[src/rtl/seg_scan_driver.sv]
// Eight-digit multiplexed seven-segment scanner with a double-buffered display
// value, frame-synchronous updates and optional leading-zero blanking.
module seg_scan_driver #(
   parameter int unsigned SCAN_DIV = 100000
) (
   input  logic        clk,
   input  logic        clr,
   input  logic [31:0] data,
   input  logic        load,
   input  logic        blank_lz,
   output logic [7:0]  SEG,
   output logic [7:0]  AN,
   output logic        frame_done
);

   localparam int unsigned DIV_W = (SCAN_DIV > 1) ? $clog2(SCAN_DIV) : 1;
   localparam logic [DIV_W-1:0] DIV_LAST = DIV_W'(SCAN_DIV - 1);

   logic [DIV_W-1:0] div;
   logic [2:0]       idx;
   logic [31:0]      shadow;
   logic [31:0]      disp;
   logic             pending;

   logic             tc;
   logic             frame_edge;
   logic [3:0]       nib;
   logic [7:0]       seg_dec;
   logic [7:0]       upper_nz;
   logic             blank;

   assign tc         = (div == DIV_LAST);
   assign frame_edge = tc && (idx == 3'd7);

   // upper_nz[i] is set when any of nibbles i..7 of disp is non-zero
   always_comb begin
      upper_nz = '0;
      for (int unsigned i = 0; i < 8; i++) begin
         upper_nz[i] = |(disp >> (4 * i));
      end
   end

   always_comb begin
      nib   = disp[{idx, 2'b00} +: 4];
      blank = blank_lz && (idx != 3'd0) && !upper_nz[idx];
   end

   always_comb begin
      seg_dec = 8'hFF;
      case (nib)
         4'h0: seg_dec = 8'hC0;
         4'h1: seg_dec = 8'hF9;
         4'h2: seg_dec = 8'hA4;
         4'h3: seg_dec = 8'hB0;
         4'h4: seg_dec = 8'h99;
         4'h5: seg_dec = 8'h92;
         4'h6: seg_dec = 8'h82;
         4'h7: seg_dec = 8'hF8;
         4'h8: seg_dec = 8'h80;
         4'h9: seg_dec = 8'h90;
         4'hA: seg_dec = 8'h88;
         4'hB: seg_dec = 8'h83;
         4'hC: seg_dec = 8'hC6;
         4'hD: seg_dec = 8'hA1;
         4'hE: seg_dec = 8'h86;
         4'hF: seg_dec = 8'h8E;
         default: seg_dec = 8'hFF;
      endcase
   end

   always_ff @(posedge clk) begin
      if (clr) begin
         div        <= '0;
         idx        <= '0;
         shadow     <= '0;
         disp       <= '0;
         pending    <= 1'b0;
         SEG        <= '1;
         AN         <= '1;
         frame_done <= 1'b0;
      end else begin
         if (tc) begin
            div <= '0;
            idx <= idx + 3'd1;
         end else begin
            div <= div + DIV_W'(1);
         end

         if (load) begin
            shadow <= data;
         end

         // A load on the boundary edge re-arms pending for the following frame
         if (frame_edge && pending) begin
            disp <= shadow;
         end
         if (load) begin
            pending <= 1'b1;
         end else if (frame_edge) begin
            pending <= 1'b0;
         end

         frame_done <= frame_edge;

         if (blank) begin
            SEG <= '1;
            AN  <= '1;
         end else begin
            SEG <= seg_dec;
            AN  <= ~(8'd1 << idx);
         end
      end
   end

endmodule

[config.mk]
export PLATFORM = sky130hd
export DESIGN_NAME = seg_scan_driver
export DESIGN_NICKNAME = d
export VERILOG_FILES = /design/src/rtl/seg_scan_driver.sv
export SDC_FILE = /design/constraint.sdc
export NUM_CORES = 1
export LEC_CHECK = 0
export ABC_AREA = 1
export BUFFER_PORTS_ARGS = -buffer_cell sky130_fd_sc_hd__buf_2
export CORE_MARGIN = 2
export CORE_UTILIZATION = 50
export DETAILED_ROUTE_END_ITERATION = 6
export PLACE_DENSITY = 0.7
export RECOVER_POWER = 50
export SYNTH_ARGS = -nofsm -noshare
export SYNTH_HDL_FRONTEND = slang
export SYNTH_SLANG_ARGS = --single-unit
[constraint.sdc]
create_clock -name clk -period 3.98 [get_ports clk]
set_input_delay 0.796 -clock clk [delete_from_list [all_inputs] [get_ports clk]]
set_output_delay 0.796 -clock clk [all_outputs]
set_load 0.05 [all_outputs]
# Yosys cells after proc, flatten, opt, wreduce, memory -nomap -nowiden
# Memories as Yosys holds them, arrays and structs flattened. A register that Yosys moved wholly into a read port is not among the register bits.
# Index checks and enable logic that the tools add are counted.
word_totals:
  reg_bits: 102
  romBits: 112
  inputBits: 36
  output_inout_bits: 17
  elab_cells: 38
  memories: 1
op_classes:
  add_sub_neg: 2
  order_cmp: 1
  n_eq_ne: 2
  n_shift: 2
  mux: 4
  n_bitwise: 1
  n_reduce_logical: 17
mem_list:
  columns: ["name", "depth", "word_bits", "read_ports", "rd_ports_with_merged_regs", "write_ports", "line_no", "text"]
  rows:
  - ["(name not given)", 16, 7, 1, 1, 0, "50", "case (nib)"]
ops:
  columns: ["cell", "n"]
  rows:
  - ["OR reduction 32 bit", 1]
  - ["indexed part select 32 x 6 -> 4 bit", 1]
  - ["OR reduction 28 bit", 1]
  - ["OR reduction 24 bit", 1]
  - ["OR reduction 20 bit", 1]
  - ["adder 17 x 1 -> 17 bit, second input constant", 1]
  - ["== test 17 bit, second input constant", 1]
  - ["OR reduction 16 bit", 1]
  - ["OR reduction 12 bit", 1]
  - ["NOT 8 bit", 1]
  - ["OR reduction 8 bit", 1]
  - ["<< shifter 1 x 3 -> 8 bit, first input constant", 1]
  - ["logical AND 1 bit", 4]
  - ["< comparator 3 x 4 -> 1 bit, second input constant", 1]
  - ["OR reduction 2 bit", 2]
  - ["OR reduction 4 bit", 1]
  - ["adder 3 x 1 -> 3 bit, second input constant", 1]
  - ["binary-select mux 1 bit (select 3 bit)", 1]
  - ["== test 3 bit, second input constant", 1]
  - ["2-to-1 mux 1 bit", 3]
  - ["nonzero test 3 bit", 1]
  - ["nonzero test 2 bit", 1]
  - ["zero test 1 bit", 1]

# Longest topological paths before layout
# Gate-level depths: netlist (run 1).
depth:
  ltp_word: 6
  depth_mapped: 12
  mapped_depth_nobuf: 11

# Worst setup path before layout (run 1)
# No wires, ideal clock.
synth_path:
  path_kind: "register -> register"
  from: "reg idx[1]"
  to: "reg SEG[3]"
  setup_time_ps: 113
  arrival_time_ps: 1688
  required_ps: 3867
  path_slack_ps: 2178
  path_stages_with_launch: 13
  n_path_buf: 2
  period_less_slack_ps: 1802
  cell_sequence: "dfxtp_1 -> buf_4 -> inv_2 -> buf_2 -> nand3_1 -> nand2_1 -> o21ai_1 -> inv_1 -> ha_1 -> nand3_1 -> nand3_1 -> nand2_1 -> nand2_1"
synth_between:
  elab_chain_cells: 5
  word_cells_on_any_way: 8
  cone_classes: "shift: 1; mux: 2; reduce/logical: 5"
synth_rtl:
  columns: ["element", "line_no", "text"]
  rows:
  - ["from (decl)", "20", "logic [2:0] idx;"]
  - ["from (signal assigned)", "84", "idx <= idx + 3'd1;"]
  - ["binary-select mux 1 bit (select 3 bit)", "45", "blank = blank_lz && (idx != 3'd0) && !upper_nz[idx];"]
  - ["2-to-1 mux 1 bit (not written as such)", "45", null]
  - ["zero test 1 bit", "45", null]
  - ["logical AND 1 bit", "45", null]
  - ["OR reduction 2 bit (no line)", null, null]
  - ["to (decl)", "11", "output logic [7:0] SEG,"]
# Parallel ways exist; a longest one is shown, timed or not. The select of a mux whose other input is x is not followed.
# A chain may end at the register's enable or synchronous reset.

# Final worst setup path (run 1)
layout_path:
  from: "reg idx[0]"
  to: "reg SEG[0]"
# Same word-level chain as after synthesis.

==> run metrics, run 1 <==
kind of critical path reg -> reg; crit path launch type register; via/cell ratio 4.78; met3 wire length 422 um; Worst-Skew Late Latency 360 ps; GRT Residual Overflow 0; pwr/cell area 350 mW/mm^2; status complete, no violations; PostCTS Resize Cnt 0; Reg2Reg Capture Point SEG[0]$_SDFF_PP1_; max cap viols 0; switching pwr 435 uW; full die area a little over 0.01 mm^2; Max-slew headroom 25.4%; VDD IR-drop max 235 uV; register area share after synthesis between 40% and 50%; FF+latch count, synth 101; endpoints failing setup 0; syn_area_per_cell 7.02 um^2; dpl cell area 0.00502 mm^2; Syn Std Cell Area 0.00476 mm^2; num ports 53; post-synth top area cell dfxtp_1; Final HPWL DP 6.68 mm; layout cell share with drive strength beyond 1 roughly 14%; sequential share of power 58.1%; Die Wd roughly 100 um; Final Critical Period 2610 ps; Setup Buffers After CTS 0; HP Class reg -> reg; Pint 1.38 mW; Initial DRT Pass Iterations 4; row count 35; Slew Viols, Final 0; CTS Buf Count 9; largest net degree at the start of global routing 39; crit-path max FO 24; WL/cell 11.2 um; library cells used by synthesis 31; root buf cell clkbuf_8; first-pass GRT wire length 16.4 mm; top_reg_cell synth dfxtp_1; vias in the first global route 3788; Post-Synthesis Cells around 680; Setup crit end SEG[0]$_SDFF_PP1_; fraction of registers with async set/reset 0%; Clock H-tree levels 3; period utilisation layout between 60% and 70%; Yosys top cell area share 42.4%; DRT iter0 DRCs 241; setup slack, reg-to-reg roughly 1400 ps; RSZ-0062 raised after global routing no; final net count about 760; Routed Antenna Nets 0; met1 wire length 4.54 mm; number of diodes 0; Worst Tran Pin Value ~1100 ps; Post-synth EDFFs 0; register area 0.00202 mm^2; Setup Skew 9.27 ps; fin area 0.00520 mm^2; Final Core Density 56.3%; r2r startpoint idx[0]$_SDFFE_PP0P_; CORE AREA 0.00924 mm^2; Design Power 1.82 mW; routed wl met2 4.40 mm; GRT Util Overall 19.3%; CTS tree done; Filler Cells Inserted 942; Synth Warn # 0; area of the multi-input gates 0.00235 mm^2; Mapped Nets 728; Worst Setup End Kind register; synthesis-to-finish area growth 9.14%; clk sinks 101; Arrival @ worst endpoint ~2800 ps; hold bufs inserted after CTS 0; power share of the clock group 36.9%; routed vias 4057; Port Buffers 51; Post-Route Setup TNS 0 ps; Starting Density 51.6%; largest cells by area after synthesis dfxtp_1, nand2_1, nor2_1, nand3_1, nor2_2; Layout Cells excl Fill between 800 and 900; die extent in y 102 um; initial antenna violation count 0; DRC viols 0; clk buf depth 2; CTS clk-pin slew, worst paths 100 ps; gpl congestion 0.911; switching share of total power 23.9%; DP Cell Count 832; R2R depth 9; Final Hold Fails 0; FMAX ~0.38 GHz; Comb power frac 5.1%; LEAKAGE around 2.5 nW; Req. time, crit path about 4200 ps; CP startpoint idx[0]$_SDFFE_PP0P_; DR top layer met4; Routed WL 9.49 mm
## Yosys cell counts, types with 6 or more instances
cell	count
nor3_1	7
o21ai_0	39
inv_1	51
nand2_1	177
nor2_2	33
dfxtp_1	101
buf_6	6
nand3_1	47
a21oi_1	13
ha_1	13
nor2_1	132
clkbuf_1	10
## layout make-up
class                   count  share of cell area, %
clock buffers              10                   2.65
clock inverters             6                   1.35
flip-flops and latches    101                   38.9
multi-input cells         493                   45.2
repair buffers             53                   4.77
well taps                 129                   3.10
inverters                  56                   4.04
## metrics by stage
step                hold slack (ps)  setup slack [ps]
floorplan                       417              2180
global placement                426              1640
detailed placement              438              1580
CTS                             455              1560
global route                    479              1080
finish                          452              1370
## placed cells by master (no fill, tap or decap), types with 3 or more instances in the layout
cell type / synthesis / layout
nand3_1: 47 / 47
xor2_1: 3 / 3
clkbuf_1: 10 / 18
nand3_2: 3 / 3
inv_2: 5 / 4
buf_2: 5 / 33
nand2_1: 177 / 178
nand4_1: 4 / 4
nor3_2: 3 / 3
nor2_2: 33 / 33
dfxtp_1: 101 / 101
nand2_2: 4 / 3
o21ai_0: 39 / 39
nor2_1: 132 / 132
inv_1: 51 / 52
ha_1: 13 / 13
a21oi_1: 13 / 13
clkbuf_8: 0 / 10
nor3_1: 7 / 7
## worst max-delay path, stage by stage (launching register included)
cell and delay (ps):
dfxtp_1 830, inv_1 460, nand2_1 160, nand3_1 80
nand3_1 100, o21ai_1 180, ha_1 300, nand3b_1 180
nand3_1 100, nand3_1 70
## logic make-up (layout without fill, tap and decap cells)
family / Yosys count / after routing / synth area share, %
xor gates and xnor gates: 3 / 3 / 0.552
other: 1 / 1 / 0.0787
DFF: 101 / 101 / 42.4
AOI/OAI and AO/OA: 55 / 55 / 5.88
adders and majority gates: 13 / 13 / 3.41
and+or+nand+nor: 421 / 421 / 39.5
buffers and inverters: 85 / 125 / 8.17
## power groups by stage
| stage | clock network, mW | registers [mW] | logic [mW] |
|---|---|---|---|
| floorplan | 0 | 1.09 | 0.0525 |
| global placement | 0 | 1.08 | 0.0926 |
| detailed placement | 0 | 1.08 | 0.0948 |
| CTS | 0.687 | 1.06 | 0.0951 |
| global route | 0.727 | 1.06 | 0.106 |
| finish | 0.671 | 1.06 | 0.0920 |
## sequential cells by signal, summed over array words and instances (netlist names)
signal	count
AN	8
SEG	7
disp	32
div	17
frame_done	1
idx	3
pending	1
shadow	32
## worst min path at each step
stage / startpoint / end / slack [ps] / cells after the start
after floorplan: div[0]$_SDFF_PP0_ / div[0]$_SDFF_PP0_ / 420 / 1
after global placement: div[0]$_SDFF_PP0_ / div[0]$_SDFF_PP0_ / 430 / 1
after detailed placement: div[0]$_SDFF_PP0_ / div[0]$_SDFF_PP0_ / 440 / 1
after CTS: div[0]$_SDFF_PP0_ / div[0]$_SDFF_PP0_ / 460 / 1
after global routing: div[0]$_SDFF_PP0_ / div[0]$_SDFF_PP0_ / 480 / 1
final: div[0]$_SDFF_PP0_ / div[0]$_SDFF_PP0_ / 450 / 1
## metal layers
metal / global-route usage, % / up-vias
met4: 5.20 / 0
met1: 24.6 / 1792
met5: 0 / -
li1: - / 2177
met2: 33.2 / 76
met3: 4.14 / 12
No activity file was read; power rests on OpenSTA's default activity.
==> run 2, diff against run 1 <==
==> constraint.sdc (replaced) <==
create_clock -name clk -period 2.7 [get_ports clk]
set_input_delay 0.54 -clock clk [delete_from_list [all_inputs] [get_ports clk]]
set_output_delay 0.54 -clock clk [all_outputs]
set_load 0.05 [all_outputs]
==> run metrics, run 2 (same netlist as run 1, synthesis figures left out) <==
status complete, no violations; Routed Antenna Nets 0 (unchanged); HP Class in -> reg; pwr/cell area 520 mW/mm^2 (+48%); synthesis-to-finish area growth 8.80%; VDD IR-drop max 277 uV (+18%); clk sinks 101 (unchanged); Layout Cells excl Fill 850 (+0.24%); Setup Buffers After CTS 0 (unchanged); crit path launch type register; root buf cell clkbuf_8; hold_ws 380 ps (-72.3 ps); R2R depth 9 (unchanged); row count 35 (unchanged); Slew Viols, Final 0 (unchanged); Die Wd 102 um (unchanged); Initial DRT Pass Iterations 4 (unchanged); layout cell share with drive strength beyond 1 14.3% (-0.040 points); Setup Skew 16.0 ps (+6.69 ps); Routed WL 9.70 mm (+2.2%); die extent in y 102 um (unchanged); number of diodes 0 (unchanged); endpoints failing setup 0 (unchanged); clk buf depth 2 (unchanged); commonest cells after routing, fill and taps aside nand2_1, nor2_1, dfxtp_1; Worst Tran Pin Value 1100 ps (-23.2 ps); first-pass GRT wire length 17.2 mm (+5.1%); GRT Util Overall 20.6% (+1.3 points); Worst-Skew Late Latency 370 ps (about the same); Design Power 2.69 mW (+48%); initial antenna violation count 0 (unchanged); RSZ-0062 raised after global routing no; setup slack, reg-to-reg 270 ps (-1100 ps); Final Hold Fails 0 (unchanged); FMAX 0.412 GHz (+7.5%); CTS tree done; num ports 53 (unchanged); Final HPWL DP 6.70 mm (+0.27%); Arrival @ worst endpoint 2660 ps (-170 ps); routed vias 4049 (-0.20%); kind of critical path reg -> reg; GRT Residual Overflow 0 (unchanged); full die area 0.0103 mm^2 (unchanged); max cap viols 0 (unchanged); DP Cell Count 834 (+0.24%); CORE AREA 0.00924 mm^2 (unchanged); Worst Setup End Kind register; Req. time, crit path 2930 ps (-1270 ps); DRC viols 0 (unchanged); Clock H-tree levels 3 (unchanged); WL/cell 11.4 um (+2.0%); gpl congestion 0.887 (-2.6%); hold bufs inserted after CTS 0 (unchanged); fin area 0.00518 mm^2 (-0.31%); Starting Density 51.6% (unchanged); commonest non-fill, non-tap cell in the layout nand2_1; Worst Hold Depth 3 (+2); Port Buffers 51 (unchanged); vias in the first global route 3870 (+2.2%); LEAKAGE 2.48 nW (-0.89%); largest registers disp x32, shadow x32, div x17; via/cell ratio 4.76 (-0.43%); Final Core Density 56.1% (-0.18 points); Max-slew headroom 27.0% (+1.5 points); pre-CTS setup slack 336 ps (-1250 ps); largest net degree at the start of global routing 66 (+69%); dpl cell area 0.00503 mm^2 (+0.30%); Setup WS post-layout 274 ps (-1100 ps); PostCTS Resize Cnt 0 (unchanged); CTS Buf Count 9 (unchanged); CTS clk-pin slew, worst paths 110 ps (about the same); final net count 765 (+0.26%); Final Critical Period 2430 ps (-182 ps); Post-Route Setup TNS 0 ps (unchanged); crit-path max FO 22 (-8.3%); period utilisation layout 89.9% (+24 points); DRT iter0 DRCs 138 (-43%)
-- run 2: cell count changes in the layout (fill, tap and decap cells not counted), sizes merged --
cell / change
buf: +1
inv: +1
-- run 2: cell type report --
type | instances | area (um^2)
fillers | 977 | 4060
multi-input cells | 493 | 2320
flip-flops and latches | 101 | 2020
repair buffers | 55 | 260
inverters | 56 | 210
well taps | 129 | 161
clock buffers | 9 | 124
clock inverters | 7 | 81.3
-- run 2: where the power goes --
group          total [mW]  switching, mW  internal, mW  leakage [nW]
Clock               0.999          0.556         0.444         0.106
Sequential           1.56         0.0248          1.53         0.826
Combinational       0.136         0.0905        0.0458          1.55
Total                2.69          0.671          2.02          2.48
-- run 2: worst paths after layout --
kind / startpoint / end
setup / recovery: idx[0]$_SDFFE_PP0P_ / SEG[0]$_SDFF_PP1_
hold / removal: data[26] / shadow[26]$_SDFFE_PP0P_
setup reg to reg: idx[0]$_SDFFE_PP0P_ / SEG[0]$_SDFF_PP1_
hold reg to reg: div[0]$_SDFF_PP0_ / div[0]$_SDFF_PP0_
-- run 2: metal layers --
metal	GRT usage (%)	up-vias	wire (um)
met2	34.6	77	4440
met3	5.04	10	437
met5	0	-	0
met4	5.93	0	119
li1	-	2176	-
met1	26.3	1786	4700
-- run 2: worst max-delay path: stages, from the launching register on --
cell and delay (ps):
dfxtp_1 840, inv_2 310, nand2_1 140, nand3_1 80, nand3_1 100, o21ai_1 180
ha_1 300, nand3b_1 190, nand3_1 100, nand3_1 70
==> run 3, diff against run 2 <==
--- a/config.mk
+++ b/config.mk
@@ -5,7 +5,6 @@
 export SDC_FILE = /design/constraint.sdc
 export NUM_CORES = 1
 export LEC_CHECK = 0
-export ABC_AREA = 1
 export BUFFER_PORTS_ARGS = -buffer_cell sky130_fd_sc_hd__buf_2
 export CORE_MARGIN = 2
 export CORE_UTILIZATION = 50
==> run metrics, run 3 <==
Filler Cells Inserted 769 (-21%); Initial DRT Pass Iterations 4 (unchanged); largest cells by area after synthesis dfxtp_1, mux2i_1, nand2_1, a21oi_2, nor2_1; Design Power 2.60 mW (-3.4%); Final Critical Period 2380 ps (-50.9 ps); Mapped Nets 503 (-31%); HP Class in -> reg; kind of critical path reg -> reg; Setup Skew 4.33 ps (-11.6 ps); RSZ-0062 raised after global routing no; initial antenna violation count 0 (unchanged); commonest non-fill, non-tap cell in the layout dfxtp_1; row count 33 (-5.7%); DRC viols 0 (unchanged); final net count 549 (-28%); Worst Tran Pin Value 1200 ps (+105 ps); setup slack, reg-to-reg 320 ps (+50 ps); vias in the first global route 3196 (-17%); register area share after synthesis 46.7% (+4.2 points); crit-path max FO 15 (-32%); first-pass GRT wire length 14.9 mm (-13%); commonest cells after routing, fill and taps aside dfxtp_1, nand2_1, nor2_1; gpl congestion 0.894 (+0.71%); fraction of registers with async set/reset 0% (unchanged); Port Buffers 51 (unchanged); routed vias 3198 (-21%); hold bufs inserted after CTS 0 (unchanged); status complete, no violations; commonest cells in the netlist dfxtp_1, nand2_1, nor2_1, mux2i_1, a21oi_2; Syn Std Cell Area 0.00433 mm^2 (-9.0%); top_reg_cell synth dfxtp_1; via/cell ratio 5.25 (+10%); Final Core Density 57.9% (+1.8 points); Final Hold Fails 0 (unchanged); GRT Residual Overflow 0 (unchanged); largest registers disp x32, shadow x32, div x17; CTS tree done; Clock H-tree levels 3 (unchanged); Worst Setup End Kind register; Setup Buffers After CTS 0 (unchanged); max cap viols 0 (unchanged); PostCTS Resize Cnt 0 (unchanged); num ports 53 (unchanged); root buf cell clkbuf_8; Starting Density 52.2% (+0.66 points); FMAX 0.421 GHz (+2.1%); full die area 0.00943 mm^2 (-8.7%); clk sinks 101 (unchanged); dpl cell area 0.00466 mm^2 (-7.3%); DRT iter0 DRCs 107 (-22%); Yosys top cell area share 46.7% (+4.2 points); Die Wd 97.1 um (-4.4%); Final HPWL DP 6.13 mm (-8.6%); Synth Warn # 0 (unchanged); fin area 0.00481 mm^2 (-7.2%); most frequent cell after synthesis dfxtp_1; Post-Synthesis Cells 454 (-33%); Routed WL 8.50 mm (-12%); crit path launch type register; die extent in y 97.1 um (-4.4%); Routed Antenna Nets 0 (unchanged); Layout Cells excl Fill 609 (-28%); number of diodes 0 (unchanged); Worst Hold Depth 3 (unchanged); VDD IR-drop max 301 uV (+8.6%); CTS Buf Count 9 (unchanged); R2R depth 9 (unchanged); FF+latch count, synth 101 (unchanged); synthesis-to-finish area growth 10.9%; Arrival @ worst endpoint 2570 ps (-90 ps); GRT Util Overall 18.9% (-1.7 points); library cells used by synthesis 43 (+39%); clk buf depth 2 (unchanged); CTS clk-pin slew, worst paths 90 ps (-20 ps); Post-synth EDFFs 0 (unchanged); largest net degree at the start of global routing 42 (-36%); endpoints failing setup 0 (unchanged); syn_area_per_cell 9.54 um^2 (+36%); Slew Viols, Final 0 (unchanged); period utilisation layout 88.0% (-1.9 points); CORE AREA 0.00830 mm^2 (-10%); Worst-Skew Late Latency 360 ps (about the same); Max-slew headroom 20.0% (-7.0 points); post-synth top area cell dfxtp_1; LEAKAGE 1.84 nW (-26%); pwr/cell area 541 mW/mm^2 (+4.2%); layout cell share with drive strength beyond 1 20.0% (+5.8 points); DP Cell Count 594 (-29%); Req. time, crit path 2900 ps (-30 ps); WL/cell 14.0 um (+22%); Post-Route Setup TNS 0 ps (unchanged)
run 3: cell families after synthesis:
family	synth area share, %
simple gates	18.8
flops	46.7
compound gates	10.4
mux	13.7
buf+inv	3.98
fa+ha+maj	3.75
xor+xnor	2.63
other cells	0.0865
run 3: worst max-delay path, cell delays in order, from the launching register on:
cell and delay, ps:
dfxtp_1 450, clkbuf_1 200, inv_1 160, ha_1 240, nand2b_1 80, a31oi_1 170, a211oi_1 70, o31ai_1 90
clkbuf_1 490, o221ai_1 250
run 3: final timing paths:
path / startpoint / endpoint
setup / recovery: idx[0]$_SDFFE_PP0P_ / SEG[4]$_SDFF_PP1_
hold / removal: data[25] / shadow[25]$_SDFFE_PP0P_
setup reg to reg: idx[0]$_SDFFE_PP0P_ / SEG[4]$_SDFF_PP1_
hold reg to reg: div[0]$_SDFF_PP0_ / div[0]$_SDFF_PP0_
run 3: cell type report:
class	count	area, um^2	area share [%]
Tap cell	105	131	2.73
Clock buffer	12	165	3.44
Sequential cell	101	2020	42.1
Multi-Input combinational cell	317	2130	44.4
Inverter	9	33.8	0.703
Timing Repair Buffer	62	302	6.27
Clock inverter	3	18.8	0.390
run 3: power breakdown:
group	total (mW)	switching, mW	internal, mW
registers	1.55	0.0212	1.53
logic	0.154	0.0943	0.0595
clock network	0.900	0.493	0.407
total	2.60	0.609	1.99
run 3: layer usage:
metal	routed length, um	vias to the layer above	GRT usage, %
met5	0	-	0
met4	99	0	5.53
met3	335	8	4.68
met2	3790	63	30.1
met1	4280	1484	25.7
li1	-	1643	-
run 3: per-stage QoR:
stage,setup slack (ps),hold WS (ps)
floorplan,328,417
global placement,432,426
detailed placement,365,452
CTS,350,394
global route,122,409
finish,325,409
